$ cat src/rtl/mem_copy_dma_pkg.sv
// Shared constants and FSM encoding for the memory copy engine.
// Holds default widths, memory depth and the copy state enum.
package mem_pkg;

  localparam int DEF_ADDR_W = 10;
  localparam int DEF_DATA_W = 8;
  localparam int MEM_DEPTH  = 2 ** DEF_ADDR_W;

  typedef enum logic [1:0] {
    IDLE = 2'd0,
    RD   = 2'd1,
    WR   = 2'd2,
    DONE = 2'd3
  } state_e;

endpackage

$ cat src/rtl/mem_copy_dma_if.sv
// Single-port data memory bus.
// master: copy engine (drives enables/addr/wdata); slave: memory.
interface mem_copy_dma_if #(
  parameter int AW = mem_pkg::DEF_ADDR_W,
  parameter int DW = mem_pkg::DEF_DATA_W
);

  logic          MemReadEn;
  logic          MemWriteEn;
  logic [AW-1:0] MemAddress;
  logic [DW-1:0] MemWriteData;
  logic [DW-1:0] MemReadData;

  modport master (
    output MemReadEn,
    output MemWriteEn,
    output MemAddress,
    output MemWriteData,
    input  MemReadData
  );

  modport slave (
    input  MemReadEn,
    input  MemWriteEn,
    input  MemAddress,
    input  MemWriteData,
    output MemReadData
  );

endinterface

$ cat src/rtl/mem_copy_dma_ctrl.sv
// Copy FSM and byte counter: clk/rst, start/length in;
// state, load/accept/step strobes and busy/done out.
module mem_copy_ctrl
  import mem_pkg::*;
#(
  parameter int LEN_W = DEF_ADDR_W + 1
) (
  input  logic             clk,
  input  logic             rst,
  input  logic             start,
  input  logic [LEN_W-1:0] length,
  output state_e           state,
  output logic             accept,
  output logic             load,
  output logic             step,
  output logic             busy,
  output logic             done
);

  state_e           state_q;
  state_e           state_d;
  logic [LEN_W-1:0] count_q;

  assign state  = state_q;
  assign accept = (state_q == IDLE) && start;
  assign load   = accept && (length != '0);
  assign step   = (state_q == WR);
  assign busy   = (state_q == RD) || (state_q == WR);
  assign done   = (state_q == DONE);

  always_ff @(posedge clk or posedge rst) begin
    if (rst) begin
      state_q <= IDLE;
      count_q <= '0;
    end else begin
      state_q <= state_d;
      if (load)
        count_q <= length;
      else if (step)
        count_q <= count_q - 1'b1;
    end
  end

  always_comb begin
    state_d = state_q;
    unique case (state_q)
      IDLE: begin
        if (start)
          state_d = (length != '0) ? RD : DONE;
      end
      RD:   state_d = WR;
      WR: begin
        if (count_q == LEN_W'(1))
          state_d = DONE;
        else
          state_d = RD;
      end
      DONE: state_d = IDLE;
      default: state_d = IDLE;
    endcase
  end

endmodule

$ cat src/rtl/mem_copy_dma.sv
// Memory-to-memory byte copy engine (read/write alternating).
// Ports: clk, rst, Start/SrcAddr/DstAddr/Length, Busy, Done, mem bus.
// MEM_COPY_CHECKSUM_EN adds Checksum: mod-2^DATA_W sum of bytes written.
module mem_copy_dma
  import mem_pkg::*;
#(
  parameter int ADDR_W = DEF_ADDR_W,
  parameter int DATA_W = DEF_DATA_W,
  parameter int LEN_W  = ADDR_W + 1
) (
  input  logic              clk,
  input  logic              rst,
  input  logic              Start,
  input  logic [ADDR_W-1:0] SrcAddr,
  input  logic [ADDR_W-1:0] DstAddr,
  input  logic [LEN_W-1:0]  Length,
  output logic              Busy,
  output logic              Done,
  mem_copy_dma_if.master    mem
`ifdef MEM_COPY_CHECKSUM_EN
  ,
  output logic [DATA_W-1:0] Checksum
`endif
);

  state_e            state;
  logic              accept;
  logic              load;
  logic              step;
  logic [ADDR_W-1:0] src_q;
  logic [ADDR_W-1:0] dst_q;

  mem_copy_ctrl #(
    .LEN_W(LEN_W)
  ) u_ctrl (
    .clk   (clk),
    .rst   (rst),
    .start (Start),
    .length(Length),
    .state (state),
    .accept(accept),
    .load  (load),
    .step  (step),
    .busy  (Busy),
    .done  (Done)
  );

  // Pointers wrap naturally at ADDR_W bits.
  always_ff @(posedge clk or posedge rst) begin
    if (rst) begin
      src_q <= '0;
      dst_q <= '0;
    end else if (load) begin
      src_q <= SrcAddr;
      dst_q <= DstAddr;
    end else if (step) begin
      src_q <= src_q + 1'b1;
      dst_q <= dst_q + 1'b1;
    end
  end

  // Read data is the memory's registered output from the RD edge.
  always_comb begin
    mem.MemReadEn    = 1'b0;
    mem.MemWriteEn   = 1'b0;
    mem.MemAddress   = '0;
    mem.MemWriteData = '0;
    unique case (1'b1)
      (state == RD): begin
        mem.MemReadEn  = 1'b1;
        mem.MemAddress = src_q;
      end
      (state == WR): begin
        mem.MemWriteEn   = 1'b1;
        mem.MemAddress   = dst_q;
        mem.MemWriteData = mem.MemReadData;
      end
      default: ;
    endcase
  end

`ifdef MEM_COPY_CHECKSUM_EN
  always_ff @(posedge clk or posedge rst) begin
    if (rst)
      Checksum <= '0;
    else if (accept)
      Checksum <= '0;
    else if (step)
      Checksum <= Checksum + mem.MemWriteData;
  end
`endif

endmodule

$ cat src/flat_wrapper.sv
// flat-port wrapper written by rule: the top's interface ports become plain ports
module mem_copy_dma_flat import mem_pkg::*;
#(
  parameter int ADDR_W = DEF_ADDR_W,
  parameter int DATA_W = DEF_DATA_W,
  parameter int LEN_W  = ADDR_W + 1
)
  (clk, rst, Start, SrcAddr, DstAddr, Length, Busy, Done, mem_MemReadEn, mem_MemWriteEn, mem_MemAddress, mem_MemWriteData, mem_MemReadData);
  mem_copy_dma_if mem_i ();
  input  logic clk;
  input  logic rst;
  input  logic Start;
  input  logic [ADDR_W-1:0] SrcAddr;
  input  logic [ADDR_W-1:0] DstAddr;
  input  logic [LEN_W-1:0] Length;
  output logic Busy;
  output logic Done;
  output wire logic [$bits(mem_i.MemReadEn)-1:0] mem_MemReadEn;
  output wire logic [$bits(mem_i.MemWriteEn)-1:0] mem_MemWriteEn;
  output wire logic [$bits(mem_i.MemAddress)-1:0] mem_MemAddress;
  output wire logic [$bits(mem_i.MemWriteData)-1:0] mem_MemWriteData;
  input wire logic [$bits(mem_i.MemReadData)-1:0] mem_MemReadData;
  assign mem_MemReadEn = mem_i.MemReadEn;
  assign mem_MemWriteEn = mem_i.MemWriteEn;
  assign mem_MemAddress = mem_i.MemAddress;
  assign mem_MemWriteData = mem_i.MemWriteData;
  assign mem_i.MemReadData = mem_MemReadData;
  mem_copy_dma #(.ADDR_W(ADDR_W), .DATA_W(DATA_W), .LEN_W(LEN_W)) u_core (.clk(clk), .rst(rst), .Start(Start), .SrcAddr(SrcAddr), .DstAddr(DstAddr), .Length(Length), .Busy(Busy), .Done(Done), .mem(mem_i));
endmodule
$ cat config.mk
export PLATFORM = sky130hd
export DESIGN_NAME = mem_copy_dma_flat
export DESIGN_NICKNAME = d
export VERILOG_FILES = /design/src/rtl/mem_copy_dma_pkg.sv /design/src/rtl/mem_copy_dma_if.sv /design/src/rtl/mem_copy_dma_ctrl.sv /design/src/rtl/mem_copy_dma.sv /design/src/flat_wrapper.sv
export SDC_FILE = /design/constraint.sdc
export NUM_CORES = 1
export LEC_CHECK = 0
export ABC_AREA = 1
export CAP_MARGIN = 20
export CORE_MARGIN = 3
export CORE_UTILIZATION = 45
export DETAILED_ROUTE_END_ITERATION = 8
export PLACE_DENSITY_LB_ADDON = 0.08
export SYNTH_ARGS = -nofsm -noshare
export SYNTH_HDL_FRONTEND = slang
export SYNTH_HIERARCHICAL = 1
export SYNTH_SLANG_ARGS = --single-unit
export TNS_END_PERCENT = 10
$ cat constraint.sdc
create_clock -name clk -period 1.7 [get_ports clk]
set_input_delay 0.255 -clock clk [delete_from_list [all_inputs] [get_ports clk]]
set_output_delay 0.255 -clock clk [all_outputs]
set_load 0.005 [all_outputs]
# ---- Yosys cells after proc, flatten, opt, wreduce, memory -nomap -nowiden
# Cells that the tools add are included.
dict set report word_totals {
  mem_bits_ro 0
  latch_bits 0
  wordCells 32
  n_memories 0
  ramBits 0
  output_inout_bits 22
  regBits 33
}
dict set report op_classes {
  n_shift 0
  n_mux 14
  eq_ne 5
  div 0
  bitwise_logic 0
  mul 0
  add_sub_neg 3
  n_reduce_logical 6
  magnitude_cmp 0
}
# cell n
set ops {}
lappend ops {{10-bit two-way mux} 4}
lappend ops {{11-bit two-way mux} 2}
lappend ops {{10-bit by 1-bit adder with 10-bit output, second input constant} 2}
lappend ops {{10-bit one-hot mux with 2 select lines} 1}
lappend ops {{11-bit by 1-bit == test with 1-bit output, second input constant} 1}
lappend ops {{11-bit nonzero test} 1}
lappend ops {{11-bit by 1-bit subtractor with 11-bit output, second input constant} 1}
lappend ops {{8-bit two-way mux} 1}
lappend ops {{2-bit one-hot mux with 4 select lines} 1}
lappend ops {{2-bit two-way mux} 3}
lappend ops {{2-bit == test, second input constant} 2}
lappend ops {{2-bit by 1-bit == test with 1-bit output, second input constant} 1}
lappend ops {{1-bit logical AND} 2}
lappend ops {{2-bit zero test} 1}
lappend ops {{1-bit two-way mux} 2}
lappend ops {{2-bit inequality test, second input constant} 1}
lappend ops {{2-bit nonzero test} 1}
lappend ops {{1-bit logical OR} 1}

# ---- Logic depth before layout (Yosys ltp)
dict set report depth {
  depth_word 4
  mapped_depth 11
  mapped_depth_nobuf 11
}

# ---- Cells and area by module
# Netlist, hierarchy kept.
# module area_each_um2 cells_per_inst instances
set modules_own_cells {}
lappend modules_own_cells {mem_copy_dma 1516.5 209 1}
lappend modules_own_cells {mem_copy_ctrl 958.4 139 1}

# ---- Least setup slack after synthesis
# Ideal clock, no wire load.
dict set report synth_path {
  path_kind {reg-to-reg}
  start {reg u_core.u_ctrl.state_q[0] (netlist: u_core/u_ctrl/state[0])}
  end {reg u_core.u_ctrl.count_q[10]}
  setup_time_ns 0.073
  arrival_ns 1.511
  path_buffers 1
  setup_slack_ns 0.116
  required_ns 1.627
  stages_incl_launch_ff 10
  synth_period_minus_slack_ns 1.584
  cell_sequence {dfrtp_1 inv_1 ha_1 buf_2 nand3_1 nor2_2 nand2_1 nand2_1 nand2_1 a21oi_2}
}
# item line_no
set synth_rtl {}
lappend synth_rtl {{start: declaration} mem_copy_dma_ctrl.sv:20} ;# state_e state_q;
lappend synth_rtl {{start signal: assignment} mem_copy_dma_ctrl.sv:36} ;# state_q <= state_d;
lappend synth_rtl {{2-bit == test} mem_copy_dma_ctrl.sv:27} ;# assign step = (state_q == WR);
lappend synth_rtl {{net u_core.step} mem_copy_dma.sv:29} ;# logic step;
lappend synth_rtl {{2-bit nonzero test (no line)} --}
lappend synth_rtl {{end signal: assignment} mem_copy_dma_ctrl.sv:38} ;# count_q <= length;
lappend synth_rtl {{end signal: assignment} mem_copy_dma_ctrl.sv:40} ;# count_q <= count_q - 1'b1;
lappend synth_rtl {{end: declaration} mem_copy_dma_ctrl.sv:22} ;# logic [LEN_W-1:0] count_q;
# The timed path passes the listed nets, and every way through them passes these cells.
# A chain may end at the register's enable or synchronous reset.

# ---- Worst setup path after layout
dict set report layout_path {
  start {reg u_core.u_ctrl.state_q[0] (netlist: u_core/u_ctrl/state[0])}
  end {reg u_core.src_q[3]}
}
dict set report layout_between {
  elab_chain_len 4
}
# item line_no
set layout_rtl {}
lappend layout_rtl {{2-bit zero test *} mem_copy_dma_ctrl.sv:25} ;# assign accept = (state_q == IDLE) && start;
lappend layout_rtl {{1-bit logical AND *} mem_copy_dma_ctrl.sv:25}
lappend layout_rtl {{net u_core.accept} mem_copy_dma.sv:27} ;# logic accept;
lappend layout_rtl {{1-bit logical AND *} mem_copy_dma_ctrl.sv:26} ;# assign load = accept && (length != '0);
lappend layout_rtl {{net u_core.load} mem_copy_dma.sv:28} ;# logic load;
lappend layout_rtl {{10-bit two-way mux or 2-bit nonzero test (tied branches)} --}
lappend layout_rtl {{end signal: assignment} mem_copy_dma.sv:54} ;# src_q <= SrcAddr;
lappend layout_rtl {{end signal: assignment} mem_copy_dma.sv:57} ;# src_q <= src_q + 1'b1;
lappend layout_rtl {{end: declaration} mem_copy_dma.sv:30} ;# logic [ADDR_W-1:0] src_q;
# Mark *: on every way through the listed nets, which the timed path passes. The rest lies on a longest branch.

==> flow_metrics.py <==
metrics = {
    "routing": {
        "top_layer_used": "met4",
        "routed-wl-met2_um": 3619,
        "vias": 2579,
        "finalWirelength_um": 6870,
        "viasPerCell": 5.077,
        "ant_nets": 0,
        "wire_per_inst_um": 13.52,
        "wl_met3_um": 294,
        "drt-initial-drc-count": 82,
        "wl_met1_um": 2853,
        "route.detailed.drc": 0,
        "dr.pass1.iters": 4,
    },
    "timing": {
        "tightest_slew_ps": 521.5,
        "max_freq_mhz": 578.1,
        "fin_crit_sh_pct": 101.7,
        "setup_slack_ps": -29.73,
        "finalHoldViolations": 0,
        "rsz0062_at_grt": "true",
        "fin_skew_ps": 6.694,
        "finalCriticalPeriod_ps": 1730,
        "maxSlewViolCount": 0,
        "setup_viol": 8,
        "max_slew_margin_pct": 65.19,
    },
    "synthesis": {
        "synth.distinct_cells": 32,
        "yosysWarnings": 6,
        "synth_cells": 348,
        "syn_nets": 400,
        "netlist_area_mm2": 0.002475,
        "ys_ff_latch": 33,
        "yosysSeqAreaShare_pct": 33.37,
        "avgSynthCellArea_um2": 7.112,
    },
    "place": {
        "postPlaceCellArea_mm2": 0.003318,
        "pre_cts_slack_ps": -150.2,
        "place_hpwl_um": 4853,
        "gp_congestion": 0.8954,
        "numPortBuffers": 63,
    },
    "die": {
        "die_h_um": 80.16,
        "coreArea_mm2": 0.005205,
        "die_w_um": 80.16,
        "rows": 26,
        "pin_count": 64,
        "dieArea_mm2": 0.006426,
        "start_util_pct": 47.55,
    },
    "power": {
        "power.leakage_nw": 1.625,
        "seqPwrFrac_pct": 49.4,
        "swShare_pct": 21.60,
        "clockPowerShare_pct": 42.1,
        "powerDensity_mw_per_mm2": 441.9,
        "peakVddDrop_mv": 0.3248,
        "combPwrFrac_pct": 8.5,
        "p_int_w": 0.001246,
        "p_sw_w": 0.0003432,
    },
    "grt": {
        "gr-usage-all-layers_pct": 22.00,
        "antenna_found_initial": 0,
        "grt_pass1_vias": 2450,
        "grt_pass1_wl_um": 11070,
        "grt-ovfl-total": 0,
        "grt_max_degree": 21,
    },
    "cells_and_area": {
        "nNetsFinal": 489,
        "final_area_mm2": 0.003596,
        "drive_gt1_share_pct": 27.40,
        "antenna-diode-count": 0,
        "area_growth_pct": 45.30,
        "fillers": 449,
    },
    "worst_setup_path": {
        "crit_arrival_ps": 1940,
        "critical_path_class": "reg2reg",
        "crit_path_max_fanout": 5,
        "critPathRequiredTime_ps": 1910,
        "start_kind": "flip-flop",
        "end_kind": "flip-flop",
    },
    "clock_tree": {
        "htree_levels": 2,
        "cts_sinks": 33,
        "cts_made_buffers": 5,
        "ctsRootBufferMaster": "clkbuf_8",
        "clk_pin_slew_ps": 70,
        "cts_tree": "yes",
        "clock_latency_ps": 290,
        "clock_path_buffers": 2,
    },
    "run_status": {
        "status": "finished with violations",
        "violations": "setup timing",
    },
    "hold_path": {
        "hold_path_class": "in2async",
    },
    "flow_run": {
        "drv_cap": 0,
    },
}
-- worst max-delay path: stages, from the launching register on --
cell        delay [ps]
dfrtp_1            410
buf_6              130
clkinvlp_4         150
ha_4               200
nand2_2             50
inv_2               40
nand2_4             80
inv_8               50
nor2_4             210
clkbuf_16          200
a22oi_1             60
o21ai_1             80
-- worst paths after layout --
path | start | end | slack (ps) | depth (start not counted)
setup / recovery | u_core/u_ctrl/state[0]$_DFFE_PP0P_ | u_core/src_q[3]$_DFFE_PP0P_ | -30 | 11
hold / removal | rst | u_core/src_q[0]$_DFFE_PP0P_ | 330 | 3
setup reg to reg | u_core/u_ctrl/state[0]$_DFFE_PP0P_ | u_core/src_q[3]$_DFFE_PP0P_ | -30 | 11
hold reg to reg | u_core/dst_q[8]$_DFFE_PP0P_ | u_core/dst_q[8]$_DFFE_PP0P_ | 550 | 2
max in group asynchronous | rst | u_core/u_ctrl/count_q[6]$_DFFE_PP0P_ | 1020 | 2
min in group clk | u_core/dst_q[8]$_DFFE_PP0P_ | u_core/dst_q[8]$_DFFE_PP0P_ | 550 | 2
-- layout make-up --
class                           instances  area (µm²)  share of cell area [%]
Timing Repair Buffer                   95       868.3                   24.15
Inverter                               38       158.9                   4.419
Tap cell                               70       87.58                   2.436
Clock buffer                            7       96.34                   2.679
Multi-Input combinational cell        264        1554                   43.22
Clock inverter                          1       5.005                  0.1392
Sequential cell                        33       825.8                   22.96
-- power groups by stage --
stage	logic [W]	registers (W)	clock network (W)
2_1_floorplan	0.0000169	0.000800	0
3_3_place_gp	0.000135	0.000800	0
3_5_place_dp	0.000135	0.000800	0
4_1_cts	0.000136	0.000785	0.000679
5_1_grt	0.000148	0.000784	0.000717
6_report	0.000135	0.000785	0.000669
-- cells in the final DEF, fill, tap and decap left out, types with 3 or more instances in the layout --
cell type,n
clkdlybuf4s50_1,41
nand2_1,101
nor2_4,5
buf_2,11
dfrtp_1,33
a21oi_1,4
a21oi_2,12
nand2_2,10
o21ai_1,8
buf_6,4
nor2_2,3
nor3_1,3
clkbuf_2,8
inv_2,5
ha_4,4
buf_4,22
nor2_1,26
buf_12,3
nand3_2,3
ha_1,6
o21ai_0,5
xor2_1,8
a22oi_2,12
clkbuf_8,7
nand3_1,39
inv_1,28
-- cell usage after synthesis --
| cell | count | area (µm²) |
|---|---|---|
| a21oi_1 | 14 | 70.07 |
| a21oi_2 | 2 | 17.52 |
| a22oi_1 | 9 | 67.56 |
| a22oi_2 | 5 | 62.56 |
| buf_2 | 6 | 30.03 |
| buf_6 | 5 | 56.30 |
| buf_8 | 1 | 15.01 |
| clkbuf_1 | 1 | 3.750 |
| clkinv_1 | 1 | 3.750 |
| dfrtp_1 | 33 | 825.8 |
| ha_1 | 10 | 125.1 |
| inv_1 | 33 | 123.9 |
| inv_2 | 4 | 15.01 |
| nand2_1 | 109 | 409.1 |
| nand2_2 | 3 | 18.77 |
| nand3_1 | 40 | 200.2 |
| nand3_2 | 2 | 20.02 |
| nand3b_1 | 1 | 7.510 |
| nand4_1 | 2 | 12.51 |
| nor2_1 | 26 | 97.59 |
| nor2_2 | 3 | 18.77 |
| nor2_4 | 5 | 56.30 |
| nor3_1 | 3 | 15.01 |
| o211ai_1 | 2 | 15.01 |
| o21ai_0 | 6 | 30.03 |
| o21ai_1 | 7 | 35.03 |
| o21ai_2 | 2 | 17.52 |
| o21bai_1 | 1 | 7.510 |
| o22ai_1 | 1 | 6.260 |
| or2_1 | 2 | 12.51 |
| xnor2_1 | 1 | 8.760 |
| xor2_1 | 8 | 70.07 |
-- registers in the layout, summed over array words and instances, names as in the netlist --
name,count
u_core/u_ctrl/count_q,11
u_core/src_q,10
u_core/u_ctrl/state,2
u_core/dst_q,10
-- metrics by stage --
stage          hold slack (ps)  setup TNS, ps  instances  power (W)  utilization, %
6_report                 329.5         -127.5        508   0.001589           69.09
5_1_grt                  369.9          -2185        508   0.001649           69.09
4_1_cts                  335.8         -872.8        506   0.001600           67.02
3_5_place_dp             541.7          -4075        492  0.0009350           63.75
3_3_place_gp             525.5          -2886        492  0.0009343           63.75
2_1_floorplan            132.0              0        348  0.0008167               -
-- layer usage --
| layer | vias up | track usage, % |
|---|---|---|
| met4 | 0 | 7.939 |
| li1 | 1307 | - |
| met1 | 1210 | 25.89 |
| met3 | 7 | 4.148 |
| met5 | - | 0 |
| met2 | 55 | 39.49 |
-- timing repair --
item                                    CTS  global route
hold buffers                              0             0
gates cloned                              0             3
pin swaps                                 5            19
endpoints found under the setup margin   23            45
buffers inserted                          6             0
resized for setup                        77            46
-- cell families (layout without fill, tap and decap cells) --
group | after synthesis | count (layout) | synth area share, %
xor+xnor | 9 | 9 | 3.185
fa+ha+maj | 10 | 10 | 5.056
simple gates | 196 | 196 | 35.09
flops | 33 | 33 | 33.37
compound gates | 49 | 49 | 13.30
buf+inv | 51 | 141 | 10.01
No activity file was read; power rests on OpenSTA's default activity.
